## src/rtl/count_bounce_ctrl_pkg.sv

```systemverilog
// rtl/count_bounce_ctrl_pkg.sv - shared types and constants for the bounce controller
// Purpose: state encoding, counter mode encoding and default widths shared by
//          the controller, its interface and the bounce counter.
// Ports:   none (package).
package count_bounce_ctrl_pkg;

  localparam int DEF_WIDTH  = 3;
  localparam int DEF_BCNT_W = 8;

  // Level on the counter's mode input.
  localparam logic MODE_UP = 1'b0;
  localparam logic MODE_DN = 1'b1;

  typedef enum logic [1:0] {
    IDLE   = 2'd0,
    SEEK   = 2'd1,
    RUN_UP = 2'd2,
    RUN_DN = 2'd3
  } state_t;

endpackage

```

## src/rtl/count_bounce_ctrl_if.sv

```systemverilog
// rtl/count_bounce_ctrl_if.sv - control/status bundle between a host and the bounce controller
// Purpose: groups the start/stop request, limits, counter feedback and status.
// Ports (slave view, i.e. the controller):
//   in : start, stop, lo_lim, hi_lim, count_in
//   out: mode, active, at_limit, bounce_cnt, err
interface count_bounce_ctrl_if #(
  parameter int WIDTH  = count_bounce_ctrl_pkg::DEF_WIDTH,
  parameter int BCNT_W = count_bounce_ctrl_pkg::DEF_BCNT_W
);

  logic              start;
  logic              stop;
  logic [WIDTH-1:0]  lo_lim;
  logic [WIDTH-1:0]  hi_lim;
  logic [WIDTH-1:0]  count_in;
  logic              mode;
  logic              active;
  logic              at_limit;
  logic [BCNT_W-1:0] bounce_cnt;
  logic              err;

  modport master (
    output start, stop, lo_lim, hi_lim, count_in,
    input  mode, active, at_limit, bounce_cnt, err
  );

  modport slave (
    input  start, stop, lo_lim, hi_lim, count_in,
    output mode, active, at_limit, bounce_cnt, err
  );

endinterface

```

## src/rtl/count_bounce_ctrl_sat_counter.sv

```systemverilog
// rtl/count_bounce_ctrl_sat_counter.sv - saturating up-counter with synchronous clear
// Purpose: counts inc pulses and sticks at all-ones.
// Ports:
//   clk   in  clock
//   clr   in  synchronous active-low reset
//   clear in  synchronous clear (below reset, above inc)
//   inc   in  increment request
//   q     out count value
module count_bounce_ctrl_sat_counter #(
  parameter int W = 8
) (
  input  logic         clk,
  input  logic         clr,
  input  logic         clear,
  input  logic         inc,
  output logic [W-1:0] q
);

  always_ff @(posedge clk) begin
    if (!clr) begin
      q <= '0;
    end else if (clear) begin
      q <= '0;
    end else if (inc && (q != {W{1'b1}})) begin
      q <= q + W'(1);
    end
  end

endmodule

```

## src/rtl/count_bounce_ctrl.sv

```systemverilog
// rtl/count_bounce_ctrl.sv - steers an up/down counter to bounce between two limits
// Purpose: samples the counter value, drives its mode so it bounces between the
//          latched limits, pulses at_limit on each reversal, counts reversals
//          and flags rejected starts or an out-of-range count.
// Ports:
//   clk  in  clock
//   clr  in  synchronous active-low reset (shared with the counter)
//   bus  slave view of count_bounce_ctrl_if (start/stop/limits/count_in in,
//        mode/active/at_limit/bounce_cnt/err out, all registered)
module count_bounce_ctrl
  import count_bounce_ctrl_pkg::*;
#(
  parameter int WIDTH  = DEF_WIDTH,
  parameter int BCNT_W = DEF_BCNT_W
) (
  input  logic                 clk,
  input  logic                 clr,
  count_bounce_ctrl_if.slave   bus
);

  state_t           state, state_nxt;
  logic             mode_q, mode_nxt;
  logic             active_q, at_limit_q, at_limit_nxt, err_q, err_nxt;
  logic [WIDTH-1:0] lo_q, lo_nxt, hi_q, hi_nxt;
  logic             bcnt_clear, bcnt_inc;
  logic             out_of_range;

  // Only meaningful in RUN states, where lo_q < hi_q is guaranteed.
  assign out_of_range = (bus.count_in < lo_q) || (bus.count_in > hi_q);

  always_ff @(posedge clk) begin
    if (!clr) begin
      state      <= IDLE;
      mode_q     <= MODE_UP;
      active_q   <= 1'b0;
      at_limit_q <= 1'b0;
      err_q      <= 1'b0;
      lo_q       <= '0;
      hi_q       <= '0;
    end else begin
      state      <= state_nxt;
      mode_q     <= mode_nxt;
      active_q   <= (state_nxt != IDLE);
      at_limit_q <= at_limit_nxt;
      err_q      <= err_nxt;
      lo_q       <= lo_nxt;
      hi_q       <= hi_nxt;
    end
  end

  always_comb begin
    state_nxt    = state;
    mode_nxt     = mode_q;
    at_limit_nxt = 1'b0;
    err_nxt      = 1'b0;
    lo_nxt       = lo_q;
    hi_nxt       = hi_q;
    bcnt_clear   = 1'b0;
    bcnt_inc     = 1'b0;

    if (bus.stop) begin
      state_nxt = IDLE;
      mode_nxt  = MODE_UP;
    end else begin
      unique case (state)
        IDLE: begin
          mode_nxt = MODE_UP;
          if (bus.start) begin
            if (bus.lo_lim < bus.hi_lim) begin
              lo_nxt     = bus.lo_lim;
              hi_nxt     = bus.hi_lim;
              bcnt_clear = 1'b1;
              // Compare against the incoming limit: lo_q is not loaded yet.
              state_nxt  = (bus.count_in == bus.lo_lim) ? RUN_UP : SEEK;
            end else begin
              err_nxt = 1'b1;
            end
          end
        end
        SEEK: begin
          mode_nxt = MODE_UP;
          if (bus.count_in == lo_q) state_nxt = RUN_UP;
        end
        RUN_UP: begin
          if (out_of_range) begin
            err_nxt   = 1'b1;
            mode_nxt  = MODE_UP;
            state_nxt = SEEK;
          end else if (bus.count_in == hi_q) begin
            mode_nxt     = MODE_DN;
            state_nxt    = RUN_DN;
            at_limit_nxt = 1'b1;
            bcnt_inc     = 1'b1;
          end else begin
            mode_nxt = MODE_UP;
          end
        end
        RUN_DN: begin
          if (out_of_range) begin
            err_nxt   = 1'b1;
            mode_nxt  = MODE_UP;
            state_nxt = SEEK;
          end else if (bus.count_in == lo_q) begin
            mode_nxt     = MODE_UP;
            state_nxt    = RUN_UP;
            at_limit_nxt = 1'b1;
            bcnt_inc     = 1'b1;
          end else begin
            mode_nxt = MODE_DN;
          end
        end
        default: begin
          state_nxt = IDLE;
          mode_nxt  = MODE_UP;
        end
      endcase
    end
  end

  count_bounce_ctrl_sat_counter #(.W(BCNT_W)) u_bcnt (
    .clk   (clk),
    .clr   (clr),
    .clear (bcnt_clear),
    .inc   (bcnt_inc),
    .q     (bus.bounce_cnt)
  );

  assign bus.mode     = mode_q;
  assign bus.active   = active_q;
  assign bus.at_limit = at_limit_q;
  assign bus.err      = err_q;

endmodule

```

## src/flat_wrapper.sv

```systemverilog
// flat-port wrapper written by rule: the top's interface ports become plain ports
module count_bounce_ctrl_flat import count_bounce_ctrl_pkg::*;
#(
  parameter int WIDTH  = DEF_WIDTH,
  parameter int BCNT_W = DEF_BCNT_W
)
  (clk, clr, bus_start, bus_stop, bus_lo_lim, bus_hi_lim, bus_count_in, bus_mode, bus_active, bus_at_limit, bus_bounce_cnt, bus_err);
  count_bounce_ctrl_if #(.WIDTH(WIDTH), .BCNT_W(BCNT_W)) bus_i ();
  input  logic clk;
  input  logic clr;
  input wire logic [$bits(bus_i.start)-1:0] bus_start;
  input wire logic [$bits(bus_i.stop)-1:0] bus_stop;
  input wire logic [$bits(bus_i.lo_lim)-1:0] bus_lo_lim;
  input wire logic [$bits(bus_i.hi_lim)-1:0] bus_hi_lim;
  input wire logic [$bits(bus_i.count_in)-1:0] bus_count_in;
  output wire logic [$bits(bus_i.mode)-1:0] bus_mode;
  output wire logic [$bits(bus_i.active)-1:0] bus_active;
  output wire logic [$bits(bus_i.at_limit)-1:0] bus_at_limit;
  output wire logic [$bits(bus_i.bounce_cnt)-1:0] bus_bounce_cnt;
  output wire logic [$bits(bus_i.err)-1:0] bus_err;
  assign bus_i.start = bus_start;
  assign bus_i.stop = bus_stop;
  assign bus_i.lo_lim = bus_lo_lim;
  assign bus_i.hi_lim = bus_hi_lim;
  assign bus_i.count_in = bus_count_in;
  assign bus_mode = bus_i.mode;
  assign bus_active = bus_i.active;
  assign bus_at_limit = bus_i.at_limit;
  assign bus_bounce_cnt = bus_i.bounce_cnt;
  assign bus_err = bus_i.err;
  count_bounce_ctrl #(.WIDTH(WIDTH), .BCNT_W(BCNT_W)) u_core (.clk(clk), .clr(clr), .bus(bus_i));
endmodule
```

## config.mk

```make
export PLATFORM = sky130hd
export DESIGN_NAME = count_bounce_ctrl_flat
export DESIGN_NICKNAME = d
export VERILOG_FILES = /design/src/rtl/count_bounce_ctrl_pkg.sv /design/src/rtl/count_bounce_ctrl_if.sv /design/src/rtl/count_bounce_ctrl_sat_counter.sv /design/src/rtl/count_bounce_ctrl.sv /design/src/flat_wrapper.sv
export SDC_FILE = /design/constraint.sdc
export NUM_CORES = 1
export LEC_CHECK = 0
export ABC_AREA = 1
export BUFFER_PORTS_ARGS = -buffer_cell sky130_fd_sc_hd__buf_2
export CORE_ASPECT_RATIO = 0.5
export CORE_MARGIN = 2
export CORE_UTILIZATION = 39
export CTS_BUF_LIST = sky130_fd_sc_hd__clkbuf_8 sky130_fd_sc_hd__clkbuf_16
export CTS_CLUSTER_DIAMETER = 50
export DETAILED_ROUTE_END_ITERATION = 10
export GPL_TIMING_DRIVEN = 0
export PLACE_DENSITY_LB_ADDON = 0.25
export SETUP_SLACK_MARGIN = 0.3
export SYNTH_ARGS = -nofsm -noshare
export SYNTH_HDL_FRONTEND = slang
export SYNTH_SLANG_ARGS = --single-unit
```

## constraint.sdc

```tcl
create_clock -name clk -period 2.3 [get_ports clk]
set_input_delay 0.575 -clock clk [delete_from_list [all_inputs] [get_ports clk]]
set_output_delay 0.575 -clock clk [all_outputs]
set_load 0.05 [all_outputs]
```

==> flow_metrics.env <==
export IMPL_synth_distinct_cells=25
export IMPL_p_per_area_mw_per_mm2=545.2
export IMPL_ys_seq_elements=20
export IMPL_rsz0062_at_grt="no"
export IMPL_syn_avg_cell_area_um2=8.003
export IMPL_drc=0
export IMPL_first_pass_iters=4
export IMPL_cts_buffers=3
export IMPL_h_tree_depth=1
export IMPL_drive_above_1_share=0.2825
export IMPL_slew_viol_final=0
export IMPL_ioPinCount=25
export IMPL_clock_sinks=20
export IMPL_die_h_um=43.10
export IMPL_ctsResizeCount=0
export IMPL_period_minus_slack_ps=1773
export IMPL_maxCapViolCount=0
export IMPL_grt_pass1_wl_um=4140
export IMPL_cp_required_ps=2460
export IMPL_die_area_mm2=0.003543
export IMPL_crit_type="input pin to register"
export IMPL_finalSetupViolCount=0
export IMPL_start_util=0.4028
export IMPL_postSynthCellCount=149
export IMPL_synth_nets=171
export IMPL_core_mm2=0.002960
export IMPL_drtIter0Drc=28
export IMPL_gp_congestion=0.7800
export IMPL_dp_hpwl_um=1905
export IMPL_path_max_fanout=10
export IMPL_layout_worst_path_cycle_share=0.7707
export IMPL_antenna_left=0
export IMPL_fin_nets=200
export IMPL_antenna_found_initial=0
export IMPL_rows=14
export IMPL_placed_cells=213
export IMPL_ys_seq_area_frac=0.3358
export IMPL_grt_use_total=0.1558
export IMPL_power_leakage_nw=0.6568
export IMPL_final_cell_mix="buf_2, dfxtp_1, nand2_1"
export IMPL_die_w_um=82.20
export IMPL_peakVddDrop_mv=0.2345
export IMPL_cts_setup_buffers=0
export IMPL_layout_commonest_cell="buf_2"
export IMPL_wl_per_cell_um=11.38
export IMPL_gr_total_overflow=0
export IMPL_worst_setup_path_end_kind="register"
export IMPL_clk_pin_slew_ps=80
export IMPL_postLayoutCoreUtil=0.4789
export IMPL_cp_arrival_ps=1930
export IMPL_vias=1056
export IMPL_grt_pass1_vias=962
export IMPL_grt_max_degree=12
export IMPL_nFillCells=305
export IMPL_cts_hold_buf=0
export IMPL_max_slew_margin_rel=0.7632
export IMPL_layout_area_seq_um2=400.4
export IMPL_diodes=0
export IMPL_port_buffers=24
export IMPL_tns_ps=0
export IMPL_area_delta_synth_final_pct=18.89
export IMPL_max_freq_mhz=564.1
export IMPL_instances_no_fill=217
export IMPL_root_buffer="clkbuf_8"
export IMPL_cts_path_max_buffers=2
export IMPL_fin_worst_skew_ps=1.021
export IMPL_hold_violations=0
export IMPL_insertion_delay_ps=260
export IMPL_status="complete, no violations"
export IMPL_cp_start_kind="input pin"
export IMPL_routed_wl_um=2469
export IMPL_ys_warn_count=0
export IMPL_worstMarginPinSlew_ps=355.2
export IMPL_synth_area_mm2=0.001192
export IMPL_hold_class="register to register"
export IMPL_cts_tree="done"
export IMPL_multi_input_area_um2=705.7
export IMPL_vias_per_cell=4.866
## layer usage
| layer | global-route usage | up-vias | routed length (um) |
|---|---|---|---|
| met2 | 0.2500 | 16 | 1154 |
| met3 | 0.05106 | 5 | 90 |
| met5 | 0 | - | 0 |
| li1 | - | 555 | - |
| met4 | 0.05000 | 0 | 27 |
| met1 | 0.1971 | 480 | 1197 |
## through the flow
step / worst slack (ps) / power (mW) / hold slack (ps) / cell area (um^2)
after floorplan: 521.1 / 0.4641 / 433.2 / 1192
after detailed placement: 250.1 / 0.5039 / 452.4 / 1363
after CTS: 529.8 / 0.7822 / 463.4 / 1418
final: 527.3 / 0.7730 / 463.2 / 1418
after global placement: 268.7 / 0.5011 / 450.5 / 1363
after global routing: 361.5 / 0.8167 / 494.5 / 1418
## cell usage after synthesis
| cell | instances | share of area |
|---|---|---|
| a21oi_1 | 12 | 0.050 |
| nand3b_1 | 1 | 0.0063 |
| a31oi_4 | 1 | 0.018 |
| o21ai_1 | 6 | 0.025 |
| xor2_1 | 5 | 0.037 |
| nand3_1 | 18 | 0.076 |
| dfxtp_1 | 20 | 0.34 |
| nand2_4 | 3 | 0.028 |
| nand4_1 | 2 | 0.010 |
| a31oi_1 | 1 | 0.0052 |
| xnor2_1 | 4 | 0.029 |
| nor2_1 | 9 | 0.028 |
| and3_1 | 1 | 0.0052 |
| nor2_4 | 1 | 0.0094 |
| a21oi_2 | 8 | 0.059 |
| buf_4 | 1 | 0.0063 |
| ha_1 | 9 | 0.094 |
| nand3_2 | 2 | 0.017 |
| inv_2 | 3 | 0.0094 |
| inv_1 | 18 | 0.057 |
| nand3b_2 | 1 | 0.0094 |
| nand4_2 | 1 | 0.010 |
| nor2_2 | 1 | 0.0052 |
| nand2_1 | 19 | 0.060 |
| o21ai_0 | 2 | 0.0084 |
## cells by family after synthesis
family | after synthesis | share of synthesized area
AND/OR/NAND/NOR | 59 | 0.2655
AO/OA/AOI/OAI | 30 | 0.1658
buffers and inverters | 22 | 0.07240
flip-flops | 20 | 0.3358
XOR/XNOR | 9 | 0.06610
adder cells (fa/ha/maj) | 9 | 0.09444
## worst max-delay path: stages
cell and delay [ps]:
buf_2 90, inv_1 40, ha_1 290, a21oi_1 210
nand2_1 120, nor2_2 130, nand3_2 90, buf_4 190
nand2_4 150, a21oi_2 40
## path summary, 6_finish.rpt
kind	startpoint	to	slack, ps	cells after the start
setup / recovery	bus_hi_lim[2]	u_core.u_bcnt.q[3]	530	10
hold / removal	u_core.hi_q[1]	u_core.hi_q[1]	460	2
setup reg to reg	u_core.hi_q[2]	u_core.u_bcnt.q[3]	630	10
hold reg to reg	u_core.hi_q[1]	u_core.hi_q[1]	460	2
## area by class of cell
type / count / share of cell area
repair buffers: 24 / 0.08473
flip-flops and latches: 20 / 0.2824
plain buffers: 1 / 0.005296
clock buffers: 4 / 0.03883
well taps: 40 / 0.03530
multi-input cells: 107 / 0.4978
inverters: 21 / 0.05560
## sequential cells by signal, summed over array words and instances, names as in the netlist
register,flops
u_core.bus.active,1
u_core.bus.at_limit,1
u_core.bus.err,1
u_core.bus.mode,1
u_core.hi_q,3
u_core.lo_q,3
u_core.state,2
u_core.u_bcnt.q,8
## power breakdown
part / switching (mW) / internal [mW] / leakage, nW
Sequential: 0.00522 / 0.358 / 0.162
Combinational: 0.0854 / 0.0476 / 0.466
Clock: 0.124 / 0.153 / 0.0288
Total: 0.215 / 0.558 / 0.657
Note: power is estimated with default switching activity, not from simulation.
